**config.mk**
```make
export PLATFORM = sky130hd
export DESIGN_NAME = mul_err_sweep
export DESIGN_NICKNAME = d
export VERILOG_FILES = /design/src/rtl/mul_err_sweep.sv
export SDC_FILE = /design/constraint.sdc
export NUM_CORES = 1
export LEC_CHECK = 0
export CORE_MARGIN = 4
export CORE_UTILIZATION = 48
export CTS_CLUSTER_DIAMETER = 80
export DETAILED_ROUTE_END_ITERATION = 10
export GPL_TIMING_DRIVEN = 0
export PLACE_DENSITY = 0.81
export SLEW_MARGIN = 25
export SYNTH_ARGS = -nofsm -noshare
export SYNTH_HDL_FRONTEND = slang
export SYNTH_SLANG_ARGS = --single-unit
```
**constraint.sdc**
```tcl
create_clock -name clk -period 3.65 [get_ports clk]
set_clock_uncertainty 0.15 [all_clocks]
set_input_delay 0.73 -clock clk [delete_from_list [all_inputs] [get_ports clk]]
set_output_delay 0.73 -clock clk [all_outputs]
set_load 0.01 [all_outputs]
```
**src/rtl/mul_err_sweep.sv**
```systemverilog
// mul_err_sweep: exhaustive error sweep of an approximate 2x2 multiplier netlist
//
// Ports:
//   clk      in   rising-edge clock
//   rst_n    in   asynchronous active-low reset
//   start    in   begin a sweep (honoured only while idle)
//   apx_in   out  vector to the netlist, a = [1:0], b = [3:2]
//   apx_out  in   combinational netlist product for apx_in
//   busy     out  high during SWEEP and DRAIN
//   done     out  one-cycle pulse when the results are final
//   max_err  out  largest absolute error seen
//   err_sum  out  sum of absolute errors
//   err_cnt  out  number of vectors with a nonzero error
//   fail     out  some error exceeded ET
//
// Optional build macro MUL_ERR_EARLY_ABORT_EN: end the sweep right after the
// first sample whose error exceeds ET.
module mul_err_sweep #(
    parameter logic [7:0] ET = 8'd8
) (
    input  logic       clk,
    input  logic       rst_n,
    input  logic       start,
    output logic [3:0] apx_in,
    input  logic [3:0] apx_out,
    output logic       busy,
    output logic       done,
    output logic [3:0] max_err,
    output logic [7:0] err_sum,
    output logic [4:0] err_cnt,
    output logic       fail
);
    localparam logic [1:0] S_IDLE  = 2'd0;
    localparam logic [1:0] S_SWEEP = 2'd1;
    localparam logic [1:0] S_DRAIN = 2'd2;
    localparam logic [1:0] S_DONE  = 2'd3;

    logic [1:0] state_q, state_d;
    logic [3:0] apx_in_q, apx_in_d;
    logic [3:0] v_q, v_d;
    logic [3:0] o_q, o_d;
    logic       smp_q, smp_d;
    logic [3:0] max_q, max_d;
    logic [7:0] sum_q, sum_d;
    logic [4:0] cnt_q, cnt_d;
    logic       fail_q, fail_d;
    logic [3:0] exact;
    logic [4:0] diff;
    logic [3:0] err;
    logic       acc;
    logic       over;

    always_comb begin
        exact    = 4'({2'b00, v_q[1:0]} * {2'b00, v_q[3:2]});
        diff     = {1'b0, exact} - {1'b0, o_q};
        err      = diff[4] ? 4'(-diff) : diff[3:0];
        // v_q/o_q hold a valid sample only one cycle after a SWEEP cycle,
        // and samples arriving after an abort into DONE are discarded
        acc      = smp_q && (state_q == S_SWEEP || state_q == S_DRAIN);
        over     = acc && ({4'b0000, err} > ET);
        state_d  = state_q;
        apx_in_d = apx_in_q;
        max_d    = max_q;
        sum_d    = sum_q;
        cnt_d    = cnt_q;
        fail_d   = fail_q;
        v_d      = apx_in_q;
        o_d      = apx_out;
        smp_d    = state_q == S_SWEEP;
        if (state_q == S_IDLE && start) begin
            state_d  = S_SWEEP;
            apx_in_d = 4'd0;
            max_d    = 4'd0;
            sum_d    = 8'd0;
            cnt_d    = 5'd0;
            fail_d   = 1'b0;
        end else if (state_q == S_SWEEP) begin
            state_d  = apx_in_q == 4'd15 ? S_DRAIN : S_SWEEP;
            apx_in_d = apx_in_q == 4'd15 ? apx_in_q : apx_in_q + 4'd1;
        end else if (state_q == S_DRAIN) begin
            state_d = S_DONE;
        end else if (state_q == S_DONE) begin
            state_d = S_IDLE;
        end
        if (acc) begin
            max_d  = err > max_q ? err : max_q;
            sum_d  = sum_q + {4'b0000, err};
            cnt_d  = cnt_q + {4'b0000, err != 4'd0};
            fail_d = fail_q | over;
        end
`ifdef MUL_ERR_EARLY_ABORT_EN
        if (over) begin
            state_d  = S_DONE;
            apx_in_d = apx_in_q;
        end
`else
        smp_d = smp_d;
`endif
    end

    always_ff @(posedge clk or negedge rst_n) begin
        if (!rst_n) begin
            state_q  <= S_IDLE;
            apx_in_q <= 4'd0;
            v_q      <= 4'd0;
            o_q      <= 4'd0;
            smp_q    <= 1'b0;
            max_q    <= 4'd0;
            sum_q    <= 8'd0;
            cnt_q    <= 5'd0;
            fail_q   <= 1'b0;
        end else begin
            state_q  <= state_d;
            apx_in_q <= apx_in_d;
            v_q      <= v_d;
            o_q      <= o_d;
            smp_q    <= smp_d;
            max_q    <= max_d;
            sum_q    <= sum_d;
            cnt_q    <= cnt_d;
            fail_q   <= fail_d;
        end
    end

    assign apx_in  = apx_in_q;
    assign busy    = state_q == S_SWEEP || state_q == S_DRAIN;
    assign done    = state_q == S_DONE;
    assign max_err = max_q;
    assign err_sum = sum_q;
    assign err_cnt = cnt_q;
    assign fail    = fail_q;
endmodule

```
== Yosys cells after proc, flatten, opt, wreduce, memory -nomap -nowiden ==
Cells that the tools add are included.

* Muxes and demuxes: 18
* Bitwise logic cells: 1
* Reduce and logical (&&, ||, !) cells: 11
* Multiply operators: 1
* Add/subtract/negate cells: 5
* $lt $le $gt $ge: 2
* Equal/unequal tests: 6

{| class="wikitable"
|+ Operator list
! operator !! count
|-
| $mux 4 || 7
|-
| $mux 8 || 2
|-
| $mux 2 || 5
|-
| $mux 5 || 2
|-
| $add 8x4->8 || 1
|-
| $reduce_bool 4->1 || 2
|-
| $add 5x1->5 || 1
|-
| $sub 4x4->5 || 1
|-
| $add 4x1->4 const B || 1
|-
| $eq 2x2->1 const B || 2
|-
| $eq 4x4->1 const B || 1
|-
| $gt 4x4->1 || 1
|-
| $gt 4x4->1 const B || 1
|-
| $mul 2x2->4 || 1
|-
| $neg 4->4 || 1
|-
| $reduce_and 2->1 || 2
|-
| $reduce_bool 2->1 || 2
|-
| $logic_and 1x1->1 || 3
|-
| $eq 2x1->1 const B || 1
|-
| $logic_not 2->1 || 1
|-
| $mux 1 || 2
|-
| $ne 2x1->1 const B || 1
|-
| $ne 2x2->1 const B || 1
|-
| $logic_or 1x1->1 || 1
|-
| $or 1x1->1 || 1
|}

* Word-level logic and storage cells: 53
* Output and inout bits: 24
* Input port bits: 7
* Register bits after elaboration: 33

== Logic depth before layout (Yosys ltp) ==
Gate-level depths: netlist of run 1.

* Word-level depth: 8
* Depth in mapped cells: 15
* Gate-level depth less buffers: 15

== Least setup slack after synthesis of run 1 ==
OpenSTA, ideal clock, no wires.

* Kind: flip-flop to flip-flop
* From: register v_q[0]
* To: register max_q[2], in the netlist max_err[2]
* Slack: -0.078 ns
* Library setup time: 0.125 ns
* Arrival: 3.454 ns
* Period minus slack after synthesis: 3.728 ns
* Path buffers: 0
* Cell stages (with the launch flop): 15
* Required time: 3.375 ns
* Cells stage by stage: dfrtp_1 > and2_1 > fa_1 > ha_1 > inv_1 > fa_1 > and2_1 > a221oi_2 > xnor2_1 > inv_1 > ha_1 > o21ai_0 > a21oi_1 > o21ai_1 > mux2_2

* Cells in the longest elaborated chain, start to end: 7
* Elaborated cells on any way between the ends: 9
* Classes of those cells: 2 x add/sub; 1 x mul; 1 x order compare; 1 x eq/ne; 3 x mux; 1 x reduce/logical

{| class="wikitable"
|+ Ends and longest elaborated chain
! element !! RTL line !! text
|-
| from (decl) || 40 || <nowiki>logic [3:0] v_q, v_d;</nowiki>
|-
| from (signal assigned) || 115 || <nowiki>v_q <= v_d;</nowiki>
|-
| $mul 2x2->4 (*) || 54 || <nowiki>exact = 4'({2'b00, v_q[1:0]} * {2'b00, v_q[3:2]});</nowiki>
|-
| $sub 4x4->5 (*) || 55 || <nowiki>diff = {1'b0, exact} - {1'b0, o_q};</nowiki>
|-
| $neg 4->4 || 56 || <nowiki>err = diff[4] ? 4'(-diff) : diff[3:0];</nowiki>
|-
| $mux 4 (*) || 56 ||
|-
| $gt 4x4->1 || 86 || <nowiki>max_d = err > max_q ? err : max_q;</nowiki>
|-
| $ne 2x1->1 (no line) || -- ||
|-
| $reduce_and 2->1 (no line) || -- ||
|-
| to (signal assigned) || 118 || <nowiki>max_q <= max_d;</nowiki>
|-
| to (decl) || 43 || <nowiki>logic [3:0] max_q, max_d;</nowiki>
|}

Mark *: on every way between the ends. The rest lies on a longest branch, timed or not. The select of a mux whose other input is x is not followed.
A chain may end at the register's enable or synchronous reset.

== Final worst setup path of run 1 ==
* From: register v_q[2]
* To: register max_q[2], in the netlist max_err[2]

Same word-level chain as after synthesis.

==> metrics.md, run 1 <==
| Metric | Value |
|---|---|
| Yosys top cell area share | 0.441 |
| Library cells used by synthesis | 33 |
| Sum of negative setup slack | 0 ps |
| Antenna cell count | 0 |
| Core area | 3720 µm² |
| Cell family with most CP delay | adder cells |
| Initial Util | 0.503 |
| First-pass GRT wire length | 7030 µm |
| CP arrival | 3550 ps |
| Row count | 22 |
| Setup WS pre-CTS | -293 ps |
| Relative slew slack | 0.659 |
| Post-DRT Antenna Nets | 0 |
| Hold-fix buffers, CTS | 0 |
| Fin util | 0.664 |
| Die W | 70.4 µm |
| Req. time, crit path | 3670 ps |
| Fin. Hold Viols | 0 |
| Mean Syn Cell Area | 10.2 µm² |
| Critical path buffers and inverters | 2 |
| PwrDens | 1090 nW/µm² |
| Sequential area share after synthesis | 0.441 |
| Number of synthesis warnings | 0 |
| Largest cells by area after synthesis | dfrtp_1, ha_1, inv_1 |
| Worst setup path startpoint | v_q[2]$_DFF_PN0_ |
| Outcome | finished clean |
| Drt first pass iters | 4 |
| WL final | 3970 µm |
| Gr usage total | 0.177 |
| Remaining DRCs | 0 |
| DP Cell Count | 262 |
| GPL Wtd Cong | 0.804 |
| Worst-path cell chain | and2_4 > fa_1 > ha_2 > inv_2 > fa_2 > and2_4 > a221oi_4 > xnor2_2 > inv_2 > ha_4 > o21ai_0 > a21oi_1 > o21ai_2 > mux2_2 |
| Final HPWL DP | 2830 µm |
| DR vias | 1466 |
| Num CTS Buffers | 5 |
| Clock Sinks | 33 |
| Ys async rst share | 1.00 |
| Final setup violating endpoints | 0 |
| Slowest stage delay, CP | 500 ps |
| Top cells by count, synth | dfrtp_1, ha_1, inv_1, nand2_1, o21ai_0 |
| Worst skew pair latency | 280 ps |
| Crit end category | register |
| Fill cell count | 303 |
| Worst setup SP type | register |
| Port Buffers | 30 |
| Max Slew Vio Count | 0 |
| Top-count cell post-synth | dfrtp_1 |
| H-tree levels | 2 |
| Area leader, netlist | dfrtp_1 |
| Highest net fanout along the worst path | 2 |
| # nets final | 259 |
| Top FF cell, synth | dfrtp_1 |
| I/O pin count | 31 |
| Critical-path top delay cell | fa_1 |
| RSZ-0062 raised after global routing | yes |
| Drt wl/cell | 14.3 µm |
| Cells after Synth | 183 |
| Area of the die | 4960 µm² |
| Vias in the first global route | 1535 |
| Internal reg-to-reg setup slack | 120 ps |
| Post-synthesis register bit count | 33 |
| Post-Syn Area | 1870 µm² |
| Critical Path End | max_err[2]$_DFFE_PN0P_ |
| Max-cap violation count | 0 |
| Die span in y | 70.4 µm |
| Worst-margin pin slew | 511 ps |
| Syn Nets | 214 |
| Fmax | 283 MHz |
| Crit Path Category | reg -> reg |
| Area Growth Syn to Fin | 32.0% |
| Leakage power | 1.17 nW |
| Setup WS post-layout | 115 ps |
| CTS Root Cell | clkbuf_8 |
| CTS clk-pin slew, worst paths | 60 ps |
| CP Depth | 14 |
| Tcrit/Tclk final | 0.968 |
| Worst r2r path cells | 14 |
| Final std cells w/o fill | 277 |
| Deepest clock path buffer count | 2 |
| GR Overflow Total | 0 |
| Min Clock Period, post-route | 3530 ps |
| Drt initial violations | 62 |
| Worst Hold Class | in -> async |
| Worst r2r src | v_q[2]$_DFF_PN0_ |
| Initial antenna violation count | 0 |
| Reg-to-Reg End | max_err[2]$_DFFE_PN0P_ |
| Share of layout cells above drive strength 1 | 0.166 |
| Post-synth EDFFs | 0 |
| Max rail drop VDD | 528 µV |
| CTS tree | done |
| Largest net degree at the start of global routing | 26 |
| Average vias per placed instance | 5.29 |
metal layers:
layer  track usage  vias to the layer above  share of wire
met2         0.294                       30           0.49
met4        0.0553                        0          0.014
met5             0                        -              0
li1              -                      718              -
met3        0.0403                        7          0.040
met1         0.228                      711           0.45
power by group:
group / internal (mW) / leakage [nW] / switching (mW)
clock: 0.135 / 0.0395 / 0.123
sequential: 0.508 / 0.415 / 0.124
combinational: 0.895 / 0.712 / 0.900
total: 1.54 / 1.17 / 1.15
sequential cells by signal, indices dropped and copies added, names as in the netlist:
name     count
v_q          4
o_q          4
smp_q        1
max_err      4
fail         1
err_sum      8
err_cnt      5
apx_in       4
state_q      2
cell families after synthesis:
| kind of cell | count (synthesis) | synth area share |
|---|---|---|
| xor+xnor | 9 | 0.0421 |
| mux | 6 | 0.0328 |
| fa+ha+maj | 24 | 0.173 |
| simple gates | 46 | 0.115 |
| flops | 33 | 0.441 |
| buf+inv | 24 | 0.0495 |
| compound gates | 41 | 0.146 |
per-stage QoR:
step	hold slack, ps	instance area [µm²]	power, mW
6_report	151	2470	2.69
5_1_grt	151	2470	2.93
4_1_cts	156	2410	2.52
3_5_place_dp	305	2250	2.08
3_3_place_gp	292	2230	2.03
2_1_floorplan	284	1870	1.61
worst min path at each step:
| stage | from | endpoint | slack (ps) | cells after the start |
|---|---|---|---|---|
| after CTS | rst_n | err_sum[4]$_DFFE_PN0P_ | 160 | 1 |
| after global placement | apx_in[1]$_DFFE_PN0P_ | v_q[1]$_DFF_PN0_ | 290 | 0 |
| after floorplan | rst_n | apx_in[0]$_DFFE_PN0P_ | 280 | 0 |
| final | rst_n | err_sum[7]$_DFFE_PN0P_ | 150 | 1 |
| after global routing | rst_n | err_sum[4]$_DFFE_PN0P_ | 150 | 1 |
| after detailed placement | apx_in[2]$_DFFE_PN0P_ | v_q[2]$_DFF_PN0_ | 310 | 0 |
final cells by class:
class / count / area, µm² / area share
multi-input combinational: 126 / 1040 / 0.422
clock buffer: 8 / 80.1 / 0.0324
timing repair buffer: 38 / 368 / 0.149
tap: 48 / 60.1 / 0.0243
sequential: 33 / 826 / 0.335
buffer: 4 / 17.5 / 0.00710
inverter: 20 / 75.1 / 0.0304
cells in the final DEF (no fill, tap or decap), drive strengths merged:
master / instances
mux2i: 5
o21ai: 16
mux2: 1
xnor2: 3
clkbuf: 10
a21o: 3
a221oi: 1
a22o: 3
o211ai: 2
nor3: 2
fa: 3
inv: 20
nand2: 20
ha: 21
dfrtp: 33
a21oi: 6
a41oi: 1
xor2: 6
a211oi: 4
o31ai: 2
buf: 11
a31o: 1
and2: 6
nand2b: 1
nor2b: 1
nor2: 6
o211a: 1
nand3: 7
o21a: 1
and4b: 1
and3: 2
clkdlybuf4s50: 29
what timing repair did:
item / 4_1_cts / 5_1_grt
setup endpoints to repair: 8 / 10
resized for setup: 10 / 11
setup buffers: 4 / 3
pin swaps: 5 / 9
Power figures use the tool's default switching activity.
==> inputs of run 2 (changes only) <==
--- a/config.mk
+++ b/config.mk
@@ -5,6 +5,7 @@
 export SDC_FILE = /design/constraint.sdc
 export NUM_CORES = 1
 export LEC_CHECK = 0
+export CORE_ASPECT_RATIO = 1.4
 export CORE_MARGIN = 4
 export CORE_UTILIZATION = 48
 export CTS_CLUSTER_DIAMETER = 80
==> run 2 against run 1 <==
Net effect: cell count fell by 2.2%; critical endpoint is now err_sum[7]$_DFFE_PN0P_; utilization rose by 1.6 points; routed wire length rose by 8.4%; sequential power rose by 0.8%; flip-flop and latch count did not move; sequential share of layout area fell by 0.71 points; largest power group unchanged; combinational power rose by 7%; via count rose by 3.8%; power rose by 8.8%; critical path depth did not move.
==> metrics.md, run 2 (synthesis results as in run 1) <==
| Metric | Value |
|---|---|
| CTS clk-pin slew, worst paths | 70 ps (about the same) |
| Vias in the first global route | 1469 (-4.3%) |
| GPL Wtd Cong | 0.812 (+0.91%) |
| GR Overflow Total | 0 (unchanged) |
| CTS Root Cell | clkbuf_8 |
| CTS tree | done |
| Area post-placement | 2250 µm² (unchanged) |
| Initial antenna violation count | 0 (unchanged) |
| Drt initial violations | 55 (-11%) |
| DP Cell Count | 256 (-2.3%) |
| Final hold slack | 201 ps (+50.1 ps) |
| Antenna cell count | 0 (unchanged) |
| Num CTS Buffers | 5 (unchanged) |
| Worst-margin pin slew | 427 ps (-84.4 ps) |
| Critical Path End | err_sum[7]$_DFFE_PN0P_ |
| Area Growth Syn to Fin | 34.8% |
| Max rail drop VDD | 719 µV (+36%) |
| PwrDens | 1160 nW/µm² (+6.5%) |
| Max-cap violation count | 0 (unchanged) |
| Crit Path Category | reg -> reg |
| Max Slew Vio Count | 0 (unchanged) |
| DR vias | 1521 (+3.8%) |
| Most frequent cells in the layout | dfrtp_1, clkdlybuf4s50_1, nand2_1, inv_1, ha_1 |
| Final std cells w/o fill | 271 (-2.2%) |
| First-pass GRT wire length | 6870 µm (-2.3%) |
| Worst setup path startpoint | v_q[3]$_DFF_PN0_ |
| Die span in y | 81.9 µm (+16%) |
| Slowest stage delay, CP | 510 ps (about the same) |
| Tcrit/Tclk final | 0.991 (+0.0227) |
| Final HPWL DP | 2720 µm (-3.9%) |
| Core area | 3710 µm² (-0.20%) |
| Crit end category | register |
| Average vias per placed instance | 5.61 (+6.0%) |
| Reg-to-Reg End | err_sum[7]$_DFFE_PN0P_ |
| Power Total | 2.92 mW (+8.8%) |
| WL final | 4300 µm (+8.4%) |
| RSZ-0062 raised after global routing | yes |
| Relative slew slack | 0.715 (+0.0562) |
| Fin. Hold Viols | 0 (unchanged) |
| Worst skew pair latency | 290 ps (about the same) |
| Worst r2r src | v_q[3]$_DFF_PN0_ |
| Worst setup SP type | register |
| Setup WS pre-CTS | -262 ps (+30.9 ps) |
| Leakage power | 1.20 nW (+2.6%) |
| Initial Util | 0.504 (+0.00102) |
| Row count | 26 (+18%) |
| CP Depth | 14 (unchanged) |
| Post-DRT Antenna Nets | 0 (unchanged) |
| Drt wl/cell | 15.9 µm (+11%) |
| Max reg flops | 8 (unchanged) |
| Area of the die | 4970 µm² (+0.29%) |
| Fin util | 0.680 (+0.0159) |
| Sum of negative setup slack | 0 ps (unchanged) |
| Highest net fanout along the worst path | 4 (+2) |
| Port Buffers | 30 (unchanged) |
| Commonest non-fill, non-tap cell in the layout | dfrtp_1 |
| Remaining DRCs | 0 (unchanged) |
| Share of layout cells above drive strength 1 | 0.183 (+0.0175) |
| I/O pin count | 31 (unchanged) |
| Die W | 60.8 µm (-14%) |
| Finished layout cell area | 2520 µm² (+2.2%) |
| Clock Sinks | 33 (unchanged) |
| Deepest clock path buffer count | 2 (unchanged) |
| Drt first pass iters | 4 (unchanged) |
| Fmax | 276 MHz (-2.3%) |
| Setup WS post-layout | 32.1 ps (-83.0 ps) |
| Largest net degree at the start of global routing | 21 (-19%) |
| Critical-path top delay cell | fa_1 |
| CP arrival | 3680 ps (+130 ps) |
| # nets final | 259 (unchanged) |
| Min Clock Period, post-route | 3620 ps (+83.0 ps) |
| H-tree levels | 2 (unchanged) |
| Worst Hold Class | in -> async |
| Final setup violating endpoints | 0 (unchanged) |
| Cell family with most CP delay | adder cells |
| Worst r2r path cells | 14 (unchanged) |
| Internal reg-to-reg setup slack | 30 ps (-80 ps) |
| Outcome | finished clean |
| Worst-path cell chain | and2_4 > fa_1 > ha_2 > inv_2 > fa_2 > and2_4 > a221oi_4 > xnor2_2 > inv_2 > ha_4 > o21ai_2 > o21a_1 > nor3_2 > mux2i_1 |
| Critical path buffers and inverters | 2 (unchanged) |
| Gr usage total | 0.187 (+0.00942) |
| Req. time, crit path | 3710 ps (+40 ps) |
-- run 2: changes by cell type in the layout (fill, tap and decap cells not counted), sizes merged --
cell / previous run / this run
bufinv: 0 / 1
clkbuf: 10 / 9
-- run 2: worst min-delay path by stage --
stage | slack [ps] | cells after the start | end | from
6_report | 200 | 1 | err_sum[6]$_DFFE_PN0P_ | rst_n
2_1_floorplan | 280 | 0 | apx_in[0]$_DFFE_PN0P_ | rst_n
3_5_place_dp | 290 | 0 | v_q[1]$_DFF_PN0_ | apx_in[1]$_DFFE_PN0P_
3_3_place_gp | 290 | 0 | v_q[1]$_DFF_PN0_ | apx_in[1]$_DFFE_PN0P_
4_1_cts | 210 | 1 | err_sum[3]$_DFFE_PN0P_ | rst_n
5_1_grt | 230 | 1 | err_sum[2]$_DFFE_PN0P_ | rst_n
-- run 2: repair_timing --
item / CTS / global route
pin swaps: 9 / 10
setup buffers: 3 / 4
hold buffers: 0 / 0
endpoints found under the setup margin: 9 / 11
gates resized for setup: 16 / 9
-- run 2: cell type report --
class,count,area (µm²)
fill,281,1190
sequential,33,826
clock buffer,7,86.3
buffer,4,17.5
tap,42,52.6
multi-input combinational,126,1060
clock inverter,1,30.0
inverter,20,75.1
timing repair buffer,38,379
-- run 2: power breakdown --
| part | internal [mW] | total, mW | switching [mW] |
|---|---|---|---|
| combinational | 0.941 | 1.93 | 0.984 |
| clock | 0.223 | 0.360 | 0.138 |
| sequential | 0.508 | 0.637 | 0.129 |
-- run 2: per-layer routing --
layer	global-route usage	wire length [µm]	up-vias
li1	-	-	721
met1	0.243	1850	748
met2	0.283	2130	40
met3	0.0503	203	12
met4	0.0911	113	0
met5	0	0	-
